--- src/rtl/tomasulo_issue_ctrl_pkg.sv ---
// Shared definitions for the Tomasulo issue stage: RS class indices, stall
// encodings and the opcode-to-class decode.
package tomasulo_pkg;

  localparam int CLS_ALU   = 0;
  localparam int CLS_MUL   = 1;
  localparam int CLS_BCH   = 2;
  localparam int NUM_CLASS = 3;

  typedef logic [1:0] cls_idx_t;

  typedef enum logic [1:0] {
    STALL_NONE = 2'b00,
    STALL_ROB  = 2'b01,
    STALL_RS   = 2'b10
  } stall_cause_e;

  // 4'h0-7 ALU, 4'h8-B MUL, 4'hC-F BCH
  function automatic cls_idx_t func_to_class(input logic [3:0] func);
    if (!func[3])      return cls_idx_t'(CLS_ALU);
    else if (!func[2]) return cls_idx_t'(CLS_MUL);
    else               return cls_idx_t'(CLS_BCH);
  endfunction

endpackage

--- src/rtl/tomasulo_issue_ctrl_rat.sv ---
// Register alias table: per architectural register a busy bit and the ROB tag
// of its youngest in-flight producer. Two read ports, one issue write, one commit clear.
module issue_rat
  import tomasulo_pkg::*;
#(
  parameter int NUM_REGS = 16,
  parameter int REG_W    = 4,
  parameter int TAG_W    = 3
) (
  input  logic             clk1,
  input  logic             clear,
  input  logic [REG_W-1:0] rd1_idx,
  input  logic [REG_W-1:0] rd2_idx,
  output logic             rd1_busy,
  output logic [TAG_W-1:0] rd1_tag,
  output logic             rd2_busy,
  output logic [TAG_W-1:0] rd2_tag,
  input  logic             wr_en,
  input  logic [REG_W-1:0] wr_idx,
  input  logic [TAG_W-1:0] wr_tag,
  input  logic             cm_en,
  input  logic [REG_W-1:0] cm_idx,
  input  logic [TAG_W-1:0] cm_tag
);

  logic             busy [NUM_REGS];
  logic [TAG_W-1:0] tag  [NUM_REGS];

  // Reads see the table before this cycle's write, so a source equal to the
  // destination reports the older producer.
  assign rd1_busy = busy[rd1_idx];
  assign rd1_tag  = tag[rd1_idx];
  assign rd2_busy = busy[rd2_idx];
  assign rd2_tag  = tag[rd2_idx];

  always_ff @(posedge clk1) begin
    if (clear) begin
      for (int r = 0; r < NUM_REGS; r++) begin
        busy[r] <= 1'b0;
        tag[r]  <= '0;
      end
    end else begin
      // Only the producer the table still points at may release the register.
      if (cm_en && (tag[cm_idx] == cm_tag))
        busy[cm_idx] <= 1'b0;
      // NOTE: non-blocking assignments to the same element resolve to the last
      // one executed, so a same-cycle issue to this register overrides the clear.
      if (wr_en) begin
        busy[wr_idx] <= 1'b1;
        tag[wr_idx]  <= wr_tag;
      end
    end
  end

endmodule

--- src/rtl/tomasulo_issue_ctrl.sv ---
// Tomasulo issue stage: allocates a ROB entry and an RS slot per decoded
// instruction, looks up source tags in the RAT and forwards a registered issue packet.
module tomasulo_issue_ctrl
  import tomasulo_pkg::*;
#(
  parameter  int ROB_DEPTH = 8,
  parameter  int RS_DEPTH  = 3,
  parameter  int NUM_REGS  = 16,
  parameter  int REG_W     = 4,
  parameter  int ADDR_W    = 8,
  localparam int TAG_W     = $clog2(ROB_DEPTH)
) (
  input  logic              clk1,
  input  logic              reset,
  input  logic              in_valid,
  output logic              in_ready,
  input  logic [3:0]        in_func,
  input  logic [REG_W-1:0]  in_rs1,
  input  logic [REG_W-1:0]  in_rs2,
  input  logic [REG_W-1:0]  in_rd,
  input  logic [ADDR_W-1:0] in_addr,
  input  logic [2:0]        rs_release,
  input  logic              commit_valid,
  input  logic              flush,
  output logic              iss_valid,
  output logic [2:0]        iss_class,
  output logic [TAG_W-1:0]  iss_tag,
  output logic              iss_rs1_busy,
  output logic [TAG_W-1:0]  iss_rs1_tag,
  output logic              iss_rs2_busy,
  output logic [TAG_W-1:0]  iss_rs2_tag,
  output logic [REG_W-1:0]  iss_rd,
  output logic [3:0]        iss_func,
  output logic [ADDR_W-1:0] iss_addr,
  output logic [TAG_W-1:0]  rob_head_tag,
  output logic [TAG_W:0]    rob_count,
  output logic [1:0]        stall_cause
);

  localparam int               CNT_W    = $clog2(RS_DEPTH + 1);
  localparam logic [TAG_W-1:0] LAST_TAG = TAG_W'(ROB_DEPTH - 1);

  logic [TAG_W-1:0] head, tail;
  logic [TAG_W:0]   count;
  logic [REG_W-1:0] rob_rd [ROB_DEPTH];
  logic [CNT_W-1:0] rs_cnt [NUM_CLASS];

  cls_idx_t         cls;
  logic             kill, rob_ok, rs_ok, fire, retire;
  logic             rat_rs1_busy, rat_rs2_busy;
  logic [TAG_W-1:0] rat_rs1_tag, rat_rs2_tag;

  // ROB depth need not be a power of two, so pointers wrap by compare.
  function automatic logic [TAG_W-1:0] next_ptr(input logic [TAG_W-1:0] p);
    return (p == LAST_TAG) ? '0 : p + TAG_W'(1);
  endfunction

  // Readiness depends only on registered occupancy: frees arriving this cycle
  // are not bypassed into in_ready.
  always_comb begin
    cls    = func_to_class(in_func);
    kill   = reset || flush;
    rob_ok = (count < (TAG_W+1)'(ROB_DEPTH));
    rs_ok  = 1'b0;
    for (int c = 0; c < NUM_CLASS; c++)
      if (cls == cls_idx_t'(c))
        rs_ok = (rs_cnt[c] < CNT_W'(RS_DEPTH));
    in_ready = !kill && rob_ok && rs_ok;
    fire     = in_valid && in_ready;
    retire   = commit_valid && (count != '0) && !kill;

    stall_cause = STALL_NONE;
    if (in_valid && !fire && !kill) begin
      if (!rob_ok)     stall_cause = STALL_ROB;
      else if (!rs_ok) stall_cause = STALL_RS;
    end
  end

  always_ff @(posedge clk1) begin
    if (kill) begin
      head  <= '0;
      tail  <= '0;
      count <= '0;
    end else begin
      if (fire)   tail <= next_ptr(tail);
      if (retire) head <= next_ptr(head);
      if (fire && !retire)      count <= count + (TAG_W+1)'(1);
      else if (retire && !fire) count <= count - (TAG_W+1)'(1);
    end
  end

  // NOTE: the destination array is deliberately left out of reset; an entry is
  // only read after an issue has written it, so clearing it would buy nothing.
  always_ff @(posedge clk1) begin
    if (fire) rob_rd[tail] <= in_rd;
  end

  // A release against an empty class is dropped rather than wrapping.
  always_ff @(posedge clk1) begin
    if (kill) begin
      for (int c = 0; c < NUM_CLASS; c++) rs_cnt[c] <= '0;
    end else begin
      for (int c = 0; c < NUM_CLASS; c++) begin
        if (fire && (cls == cls_idx_t'(c)) && !(rs_release[c] && (rs_cnt[c] != '0)))
          rs_cnt[c] <= rs_cnt[c] + CNT_W'(1);
        else if (!(fire && (cls == cls_idx_t'(c))) && rs_release[c] && (rs_cnt[c] != '0))
          rs_cnt[c] <= rs_cnt[c] - CNT_W'(1);
      end
    end
  end

  always_ff @(posedge clk1) begin
    if (kill) begin
      iss_valid    <= 1'b0;
      iss_class    <= '0;
      iss_tag      <= '0;
      iss_rs1_busy <= 1'b0;
      iss_rs1_tag  <= '0;
      iss_rs2_busy <= 1'b0;
      iss_rs2_tag  <= '0;
      iss_rd       <= '0;
      iss_func     <= '0;
      iss_addr     <= '0;
    end else begin
      iss_valid <= fire;
      if (fire) begin
        iss_class    <= 3'b001 << cls;
        iss_tag      <= tail;
        iss_rs1_busy <= rat_rs1_busy;
        iss_rs1_tag  <= rat_rs1_tag;
        iss_rs2_busy <= rat_rs2_busy;
        iss_rs2_tag  <= rat_rs2_tag;
        iss_rd       <= in_rd;
        iss_func     <= in_func;
        iss_addr     <= in_addr;
      end
    end
  end

  assign rob_head_tag = head;
  assign rob_count    = count;

  issue_rat #(
    .NUM_REGS (NUM_REGS),
    .REG_W    (REG_W),
    .TAG_W    (TAG_W)
  ) u_rat (
    .clk1     (clk1),
    .clear    (kill),
    .rd1_idx  (in_rs1),
    .rd2_idx  (in_rs2),
    .rd1_busy (rat_rs1_busy),
    .rd1_tag  (rat_rs1_tag),
    .rd2_busy (rat_rs2_busy),
    .rd2_tag  (rat_rs2_tag),
    .wr_en    (fire),
    .wr_idx   (in_rd),
    .wr_tag   (tail),
    .cm_en    (retire),
    .cm_idx   (rob_rd[head]),
    .cm_tag   (head)
  );

endmodule

--- config.mk ---
export PLATFORM = sky130hd
export DESIGN_NAME = tomasulo_issue_ctrl
export DESIGN_NICKNAME = d
export VERILOG_FILES = /design/src/rtl/tomasulo_issue_ctrl_pkg.sv /design/src/rtl/tomasulo_issue_ctrl_rat.sv /design/src/rtl/tomasulo_issue_ctrl.sv
export SDC_FILE = /design/constraint.sdc
export NUM_CORES = 1
export LEC_CHECK = 0
export CORE_UTILIZATION = 35
export CTS_CLUSTER_DIAMETER = 150
export DETAILED_ROUTE_END_ITERATION = 12
export PLACE_DENSITY_LB_ADDON = 0.3
export SLEW_MARGIN = 10
export SYNTH_ARGS = -nofsm -noshare
export SYNTH_HDL_FRONTEND = slang
export SYNTH_SLANG_ARGS = --single-unit
--- constraint.sdc ---
create_clock -name clk1 -period 7.9 [get_ports clk1]
set_input_delay 1.58 -clock clk1 [delete_from_list [all_inputs] [get_ports clk1]]
set_output_delay 1.58 -clock clk1 [all_outputs]
set_load 0.01 [all_outputs]
Word-level counts from Yosys, hierarchy flattened
Memories as Yosys holds them, arrays and structs flattened. A register that Yosys moved wholly into a read port is not among the register bits.
Index checks and enable logic that the tools add are counted.
{"block": "totals", "ramBits": 102, "latch_bits": 0, "rom_bits": 0, "regBits": 33, "memories": 4, "inputBits": 32}
{"name": "u_rat.tag", "words": 16, "width": 3, "read_ports": 3, "rd_ports_with_merged_regs": 2, "write_ports": 16, "line": "tomasulo_issue_ctrl_rat.sv:27", "source": "logic [TAG_W-1:0] tag [NUM_REGS];"}
{"name": "rob_rd", "words": 8, "width": 4, "read_ports": 1, "rd_ports_with_merged_regs": 1, "write_ports": 1, "line": "tomasulo_issue_ctrl.sv:45", "source": "logic [REG_W-1:0] rob_rd [ROB_DEPTH];"}
{"name": "u_rat.busy", "words": 16, "width": 1, "read_ports": 2, "rd_ports_with_merged_regs": 2, "write_ports": 16, "line": "tomasulo_issue_ctrl_rat.sv:26", "source": "logic busy [NUM_REGS];"}
{"name": "rs_cnt", "words": 3, "width": 2, "read_ports": 3, "rd_ports_with_merged_regs": 0, "write_ports": 3, "line": "tomasulo_issue_ctrl.sv:46", "source": "logic [CNT_W-1:0] rs_cnt [NUM_CLASS];"}
{"block": "classes", "reduce_logical": 44, "magnitude_cmp": 4, "n_bitwise": 6, "mux": 59, "addsub": 10, "n_div": 0, "n_eq_ne": 5, "multipliers": 0, "n_shift": 1}
{"cell": "$mux W1", "count": 38}
{"cell": "$logic_and A1 B1 Y1", "count": 25}
{"cell": "$mux W2", "count": 11}
{"cell": "$mux W4", "count": 5}
{"cell": "$mux W3", "count": 5}
{"cell": "$logic_not A1 Y1", "count": 9}
{"cell": "$reduce_bool A2 Y1", "count": 4}
{"cell": "$add A2 B1 Y2 const B", "count": 3}
{"cell": "$add A3 B1 Y3 const B", "count": 2}
{"cell": "$eq A3 B3 Y1 const B", "count": 2}
{"cell": "$lt A2 B2 Y1 const B", "count": 3}
{"cell": "$or A1 B1 Y1", "count": 6}
{"cell": "$sub A2 B1 Y2 const B", "count": 3}
{"cell": "$add A4 B1 Y4 const B", "count": 1}
{"cell": "$lt A4 B4 Y1 const B", "count": 1}
{"cell": "$reduce_bool A4 Y1", "count": 1}
{"cell": "$sub A4 B1 Y4 const B", "count": 1}
{"cell": "$eq A3 B3 Y1", "count": 1}
{"cell": "$reduce_or A3 Y1", "count": 1}
{"cell": "$shl A1 B2 Y3 const A", "count": 1}
{"cell": "$eq A2 B1 Y1 const B", "count": 1}
{"cell": "$eq A2 B2 Y1 const B", "count": 1}
{"cell": "$logic_not A2 Y1", "count": 1}
{"cell": "$reduce_or A1 Y1", "count": 2}
{"cell": "$logic_or A1 B1 Y1", "count": 1}

Depth between registers and ports, before layout
Gate-level depths: netlist (run 1).
{"block": "logic_depth", "depth_word": 17, "mapped_depth": 16}

Hierarchy
Synthesis (run 1) repeated with hierarchy kept, for this count alone.
{"block": "hier_totals", "hier_cells": 631, "hier_area_um2": 7553.5}
{"mod": "issue_rat", "n_inst": 1, "area_per_inst_um2": 4098.9, "cells_each": 325}
{"mod": "tomasulo_issue_ctrl", "n_inst": 1, "area_per_inst_um2": 3454.6, "cells_each": 306}

Least setup slack after synthesis (run 1)
No wires, ideal clock.
{"block": "synth_timing", "path_kind": "in2reg", "from": "in in_func[2]", "to": "reg count[3] (netlist: rob_count[3])", "path_slack_ns": 3.640, "setup_time_ns": 0.070, "stages": 15, "n_path_buf": 2, "arrival_ns": 4.190, "cell_sequence": "nand3b_1 > a21boi_0 > nor3_1 > nand3_1 > inv_1 > clkbuf_1 > clkbuf_1 > ha_1 > inv_1 > ha_1 > a21o_1 > a21oi_1 > xnor2_1 > or3_1 > a21oi_1"}
{"block": "synth_between", "elab_chain_len": 11, "word_cells_on_any_way": 15, "classes_between": "eq/ne: 2; mux: 6; reduce/logical: 7"}
{"item": "start: declaration", "line": "tomasulo_issue_ctrl.sv:17", "source": "input logic [3:0] in_func,"}
{"item": "$mux W2 *", "line": "tomasulo_issue_ctrl_pkg.sv:21", "source": "else if (!func[2]) return cls_idx_t'(CLS_MUL);"}
{"item": "$mux W2 *", "line": "tomasulo_issue_ctrl_pkg.sv:20", "source": "if (!func[3]) return cls_idx_t'(CLS_ALU);"}
{"item": "$logic_not A2 Y1", "line": "tomasulo_issue_ctrl.sv:66", "source": "if (cls == cls_idx_t'(c))"}
{"item": "$mux W1 (2 in series)", "line": "tomasulo_issue_ctrl.sv:66"}
{"item": "$mux W1 *", "line": "tomasulo_issue_ctrl.sv:66"}
{"item": "$logic_and A1 B1 Y1 *", "line": "tomasulo_issue_ctrl.sv:68", "source": "in_ready = !kill && rob_ok && rs_ok;"}
{"item": "$logic_and A1 B1 Y1 *", "line": "tomasulo_issue_ctrl.sv:69", "source": "fire = in_valid && in_ready;"}
{"item": "via fire", "line": "tomasulo_issue_ctrl.sv:49", "source": "logic kill, rob_ok, rs_ok, fire, retire;"}
{"item": "$logic_not A1 Y1", "line": "tomasulo_issue_ctrl.sv:88", "source": "else if (retire && !fire) count <= count - (TAG_W+1)'(1);"}
{"item": "$logic_and A1 B1 Y1", "line": "tomasulo_issue_ctrl.sv:88"}
{"item": "$reduce_bool A2 Y1 (no line)"}
{"item": "end signal: assignment", "line": "tomasulo_issue_ctrl.sv:87", "source": "if (fire && !retire) count <= count + (TAG_W+1)'(1);"}
{"item": "end signal: assignment", "line": "tomasulo_issue_ctrl.sv:88"}
{"item": "end: declaration", "line": "tomasulo_issue_ctrl.sv:44", "source": "logic [TAG_W:0] count;"}
The timed path passes the listed nets; every way through them passes the cells marked *.
A chain may end at the register's enable or synchronous reset.

Worst setup path after layout (run 1)
{"block": "layout_timing", "from": "in in_func[2]", "to": "out stall_cause[1]"}
{"block": "layout_between", "elab_chain_len": 12, "word_cells_on_any_way": 16, "classes_between": "eq/ne: 2; mux: 8; reduce/logical: 6"}
{"item": "$mux W2 *", "line": "tomasulo_issue_ctrl_pkg.sv:21"}
{"item": "$mux W2 *", "line": "tomasulo_issue_ctrl_pkg.sv:20"}
{"item": "$logic_not A2 Y1", "line": "tomasulo_issue_ctrl.sv:66"}
{"item": "$mux W1 (2 in series)", "line": "tomasulo_issue_ctrl.sv:66"}
{"item": "$mux W1 *", "line": "tomasulo_issue_ctrl.sv:66"}
{"item": "$logic_and A1 B1 Y1", "line": "tomasulo_issue_ctrl.sv:68"}
{"item": "$logic_and A1 B1 Y1", "line": "tomasulo_issue_ctrl.sv:69"}
{"item": "$logic_not A1 Y1", "line": "tomasulo_issue_ctrl.sv:73", "source": "if (in_valid && !fire && !kill) begin"}
{"item": "$logic_and A1 B1 Y1 (2 in series)", "line": "tomasulo_issue_ctrl.sv:73"}
{"item": "$mux W2 *", "line": "tomasulo_issue_ctrl.sv:73"}
{"item": "end: declaration", "line": "tomasulo_issue_ctrl.sv:37", "source": "output logic [1:0] stall_cause"}
Mark *: on every way between the ends. The rest lies on a longest branch, timed or not.

==> impl_metrics.py, run 1 <==
metrics = {
    "outcome": {
        "status": "completed",
    },
    "worst_setup_path": {
        "cpLargestDelayFamily": "buffers and inverters",
        "crit_chain": "clkdlybuf4s50_1 > nand3b_1 > a21boi_0 > nor2_1 > nor3_1 > clkdlybuf4s50_1",
        "reg2reg_depth": 8,
        "r2r_end": "u_rat.busy[14]",
        "critPathMaxFanout": 7,
        "cp.arrival_ns": 3.43,
        "max_stage_delay_ns": 0.56,
        "cp.required_ns": 6.32,
        "crit_path_end_kind": "output pin",
        "r2r_setup_slack_ns": 3.45,
        "critical_path.most_common_cell": "clkdlybuf4s50_1",
        "cpMaxStageDelayCell": "clkdlybuf4s50_1",
        "startpoint_type": "primary input",
        "path_buf_inv": 2,
        "critical_path_class": "in2out",
    },
    "global_route": {
        "antenna_found_initial": 0,
        "grt_first_pass_wirelength_mm": 32.2,
        "track_usage": 0.190,
        "grt_remaining_overflow": 0,
        "grt_pass1_vias": 5641,
        "grt_max_degree": 48,
    },
    "power": {
        "power_mw": 1.83,
        "internal-power_mw": 1.38,
        "power.switching_uw": 449,
        "p_leak_nw": 3.40,
        "pwr-share-seq": 0.462,
        "p_clk_frac": 0.445,
        "p_sw_frac": 0.246,
        "p_comb_frac": 0.092,
        "power_density_mw_per_mm2": 195,
        "peakVddDrop_uv": 142,
    },
    "route": {
        "routedWlPerCell_um": 19.4,
        "dr.pass1.iters": 5,
        "num_vias": 5923,
        "via_per_inst": 5.55,
        "antenna_left": 0,
        "drt_iter0_drc": 596,
        "wirelength_mm": 20.7,
        "drcViolationCount": 0,
    },
    "yosys": {
        "yosys_warnings": 0,
        "synthTopCellsByArea": "edfxtp_1 (33%), dfxtp_1 (15%), mux4_2 (13%)",
        "synth_top_area_cell": "edfxtp_1",
        "seq_area_frac_synth": 0.482,
        "synth_top_cell_area_share": 0.329,
        "synth_cells": 725,
        "synth_commonest_cells": "nand2_1 (114), edfxtp_1 (86), dfxtp_1 (60), nor2_1 (52), a21oi_1 (51)",
        "syn_area_mm2": 0.00785,
        "async_flop_share": 0,
        "synth_most_common_cell": "nand2_1",
        "synthFlopType": "edfxtp_1",
        "synth-seq-cells": 146,
        "syn-num-nets": 767,
        "ys_types": 57,
        "avgSynthCellArea_um2": 10.8,
        "synth_edf_count": 86,
    },
    "sta": {
        "timing.setup.tns_ns": 0,
        "worst_pin_slew_ns": 1.24,
        "setup_viol": 0,
        "fmax_mhz": 199,
        "fin_skew_ns": 0.00873,
        "slew_viol_final": 0,
        "hold_violations": 0,
        "grt_setup_unrepaired": "no",
        "post-route-period-util": 0.635,
        "max-slew-margin-rel": 0.162,
        "fin_crit_ns": 5.01,
    },
    "hold_path": {
        "holdPathEnd": "iss_rs2_tag[2]",
        "hold_class": "reg2reg",
        "hold_path_startpoint": "iss_rs2_tag[2]",
        "min_path_cells": 2,
    },
    "clock_network": {
        "cts_sinks": 146,
        "post-cts-setup-buffers": 0,
        "holdBufCountCts": 0,
        "cts_buffers": 17,
        "clockBufferDepth": 2,
        "htreeDepth": 4,
        "clk_pin_slew_ns": 0.06,
        "cts_tree": "done",
        "cts_resized": 0,
        "clock_latency_ns": 0.42,
        "cts_root_buf": "clkbuf_16",
    },
    "final_layout": {
        "nets": 816,
        "syn2layout_area_growth_pct": 19.6,
        "insertedDiodeCount": 0,
        "drive_gt1_frac": 0.135,
    },
    "floorplanning": {
        "dieArea_mm2": 0.0230,
        "core_region_area_mm2": 0.0219,
        "die_w_um": 152,
        "io_pins": 73,
        "initial_core_util": 0.359,
        "die_h_um": 152,
        "fp-row-count": 54,
    },
    "job": {
        "cap_viol_max_count": 0,
    },
    "place": {
        "globalplace.congestion": 0.860,
        "io_buffer_count": 72,
        "dpl.hpwl_mm": 14.8,
    },
}
==> worst min-delay path, stage by stage (launching register included) <==
cell	delay (ns)
dfxtp_1	0.31
nand2_1	0.05
a21oi_1	0.05
==> cells by family after synthesis <==
family,Yosys count,synth area share
DFF,146,0.482
muxes,84,0.183
AOI/OAI and AO/OA,106,0.0827
adders and majority gates,10,0.0169
buffers and inverters,65,0.0346
and+or+nand+nor,305,0.191
xor gates and xnor gates,9,0.0100
==> layout make-up <==
type	instances	area, µm²
Sequential cell	146	3780
Tap cell	280	350
Clock inverter	15	175
Clock buffer	17	425
Inverter	12	45.0
Timing Repair Buffer	83	803
Fill cell	2109	12500
Multi-Input combinational cell	514	3800
==> worst max path at each step <==
stage	from	to	slack (ns)	cells after the start
4_1_cts	in_func[2]	stall_cause[1]	2.88	6
6_report	in_func[2]	stall_cause[1]	2.89	6
2_1_floorplan	in_func[2]	rob_count[3]	3.64	15
3_5_place_dp	in_func[2]	u_rat.tag[2][1]	2.68	12
3_3_place_gp	in_func[2]	rob_count[3]	2.82	15
5_1_grt	in_func[2]	stall_cause[1]	2.69	6
==> power by group through the flow <==
stage                     logic [mW]  registers (mW)  clock network (mW)
after floorplan                0.108           0.854                   0
after global placement         0.167           0.860                   0
after detailed placement       0.168           0.860                   0
after CTS                      0.169           0.844               0.825
after global routing           0.185           0.847               0.861
final                          0.168           0.844               0.814
==> stage by stage <==
step,worst slack (ns),hold slack [ns],instance area (µm²),util,instances
6_report,2.89,0.453,9380,0.429,1067
5_1_grt,2.69,0.475,9380,0.429,1067
4_1_cts,2.88,0.455,9380,0.429,1067
3_5_place_dp,2.68,0.446,8780,0.401,1035
3_3_place_gp,2.82,0.444,8780,0.401,1035
2_1_floorplan,3.64,0.441,7850,-,725
==> cell usage in the layout (no fill, tap or decap), types with 8 or more instances in the layout <==
cell / synthesis / routed
o21ai_0: 8 / 8
and3_1: 37 / 37
nand3b_1: 9 / 9
nand3_1: 17 / 16
a31oi_1: 14 / 14
nor2_1: 52 / 51
nand2_1: 114 / 114
and2_1: 13 / 13
nand2b_1: 11 / 11
ha_1: 9 / 9
clkbuf_16: 0 / 17
buf_4: 1 / 11
edfxtp_1: 86 / 86
dfxtp_1: 60 / 60
inv_1: 12 / 12
mux4_2: 47 / 47
clkdlybuf4s50_1: 0 / 72
a21oi_1: 51 / 51
nor3_1: 16 / 16
mux2i_1: 32 / 32
==> layer usage <==
metal  wire length [µm]  GRT usage  share of wire
met5                  0          0              0
met4                516     0.0678          0.025
met3               1280     0.0413          0.062
met2               9650      0.292           0.47
met1               9230      0.263           0.45
==> registers in the layout (all words and copies together), names as in the netlist, named ones only <==
register and flops:
rob_count 4, iss_tag 3, rob_head_tag 3, u_rat.tag 48, iss_rd 4, iss_class 3, iss_rs2_tag 3, iss_rs2_busy 1
iss_valid 1, rs_cnt 6, rob_rd 32, tail 3, iss_rs1_tag 3, iss_addr 8, u_rat.busy 16, iss_rs1_busy 1
iss_func 4
(Power assumes the default switching activity.)
==> run 2: changes to the inputs <==
==> constraint.sdc (replaced) <==
create_clock -name clk1 -period 4.1 [get_ports clk1]
set_input_delay 0.82 -clock clk1 [delete_from_list [all_inputs] [get_ports clk1]]
set_output_delay 0.82 -clock clk1 [all_outputs]
set_load 0.01 [all_outputs]
==> impl_metrics.py, run 2 (synthesized netlist as in run 1, its figures left out) <==
metrics = {
    "worst_setup_path": {
        "crit_chain": "mux2i_1 > mux4_2 > mux2i_1 > nand2_1 > a21boi_0 > nor4_1 > xor2_1 > or4b_4 > o31a_1",
        "critPathMaxFanout": 15,
        "max_stage_delay_ns": 0.67,
        "path_buf_inv": 0,
        "cpLargestDelayFamily": "multiplexers",
        "cp.arrival_ns": 4.13,
        "cpMaxStageDelayCell": "mux4_2",
        "cp.required_ns": 4.42,
        "crit_path_end_kind": "flop",
        "critical_path.most_common_cell": "mux2i_1",
        "startpoint_type": "flop",
        "critical_path_class": "reg2reg",
    },
    "hold_path": {
        "hold_class": "reg2reg",
        "hold_path_startpoint": "iss_tag[0]",
    },
    "global_route": {
        "track_usage": 0.195,
        "gr-usage-met1": 0.266,
        "met2_usage": 0.308,
        "grt_first_pass_wirelength_mm": 33.0,
        "grt_max_degree": 39,
        "grt_remaining_overflow": 0,
        "top_usage_layer": "met2",
        "antenna_found_initial": 0,
        "grt_pass1_vias": 5687,
        "use_met3": 0.0404,
    },
    "floorplanning": {
        "dieArea_mm2": 0.0230,
        "core_region_area_mm2": 0.0219,
        "fp-row-count": 54,
        "io_pins": 73,
        "initial_core_util": 0.359,
        "die_h_um": 152,
        "die_w_um": 152,
    },
    "final_layout": {
        "insertedDiodeCount": 0,
        "final_cell_mix": "nand2_1 (114), edfxtp_1 (86), clkdlybuf4s50_1 (72)",
        "mostFrequentLayoutCell": "nand2_1",
        "ff_latch_area_mm2": 0.00378,
        "syn2layout_area_growth_pct": 22.1,
        "largestRegisters": "u_rat.tag x48, rob_rd x32, u_rat.busy x16",
        "drive_gt1_frac": 0.159,
        "multi_input_area_mm2": 0.00383,
        "regMostFlops": "u_rat.tag",
        "largest_register_ffs": 48,
        "nets": 840,
        "final.fill_count": 2091,
    },
    "clock_network": {
        "holdBufCountCts": 0,
        "clockBufferDepth": 2,
        "post-cts-setup-buffers": 0,
        "htreeDepth": 4,
        "cts_resized": 0,
        "clk_pin_slew_ns": 0.06,
        "cts_tree": "done",
        "cts_buffers": 17,
        "clock_latency_ns": 0.43,
        "cts_sinks": 146,
        "cts_root_buf": "clkbuf_16",
    },
    "power": {
        "peakVddDrop_uv": 300,
        "p_leak_nw": 3.53,
        "power_density_mw_per_mm2": 366,
    },
    "sta": {
        "fin_crit_ns": 3.81,
        "worst_pin_slew_ns": 1.01,
        "timing.setup.tns_ns": 0,
        "fmax_mhz": 262,
        "slew_viol_final": 0,
        "max-slew-margin-rel": 0.316,
        "grt_setup_unrepaired": "no",
        "layout_setup_ws_ns": 0.290,
        "hold_violations": 0,
        "fin_skew_ns": 0.00947,
        "post-route-period-util": 0.929,
        "setup_viol": 0,
    },
    "route": {
        "drt_iter0_drc": 583,
        "via_per_inst": 5.59,
        "wirelength_mm": 21.8,
        "dr.pass1.iters": 5,
        "num_vias": 6104,
        "drcViolationCount": 0,
        "antenna_left": 0,
        "routedWlPerCell_um": 19.9,
    },
    "place": {
        "io_buffer_count": 72,
        "place_ws_ns": 0.206,
        "globalplace.congestion": 0.873,
        "dpl.hpwl_mm": 15.6,
    },
    "job": {
        "cap_viol_max_count": 0,
    },
    "outcome": {
        "status": "completed",
    },
}
-- run 2: cell types whose count changed in the layout (fill, tap and decap cells not counted), sizes merged --
cell | previous run | this run
clkinvlp | 3 | 1
clkbuf | 17 | 21
buf | 11 | 34
inv | 19 | 14
bufinv | 2 | 1
clkinv | 3 | 7
mux4 | 47 | 48
-- run 2: final timing paths --
kind	to	slack (ns)	cells after the start
max	u_rat.busy[0]	0.29	9
min	iss_tag[0]	0.45	2
max reg2reg	u_rat.busy[0]	0.29	9
min reg2reg	iss_tag[0]	0.45	2
-- run 2: layer usage --
metal  vias to the layer above  wire length, µm  part of all wire
li1                       2857                -                 -
met1                      2992             9440              0.43
met2                       221            10400              0.48
met3                        34             1510             0.069
met5                         -                0                 0
met4                         0              412             0.019
-- run 2: power by group --
| group | switching [mW] | leakage (nW) | internal (mW) |
|---|---|---|---|
| registers | 0.0345 | 1.38 | 1.59 |
| logic | 0.189 | 1.86 | 0.154 |
| clock network | 0.612 | 0.291 | 0.922 |
-- run 2: stage by stage --
stage               cells   util  cell area [µm²]  hold slack, ns  power (mW)
global route         1091  0.438             9580           0.474        3.62
floorplan             725      -             7850           0.441        1.85
finish               1091  0.438             9580           0.453        3.50
CTS                  1090  0.436             9550           0.454        3.52
detailed placement   1058  0.409             8960           0.446        1.99
global placement     1058  0.409             8960           0.442        1.99
-- run 2: layout make-up --
cell class              instances  share of cell area
repair buffers                106               0.102
multi-input cells             515               0.400
flip-flops and latches        146               0.395
clock inverters                11              0.0102
clock buffers                  21              0.0515
well taps                     280              0.0366
inverters                      12             0.00470
-- run 2: worst register-to-register path, delay by kind of cell (launching register included) --
| family | cells | cell delay, ns |
|---|---|---|
| AO/OA/AOI/OAI | 2 | 0.36 |
| XOR/XNOR | 1 | 0.27 |
| flip-flops | 1 | 0.54 |
| multiplexers | 3 | 1.29 |
| AND/OR/NAND/NOR | 3 | 1.26 |
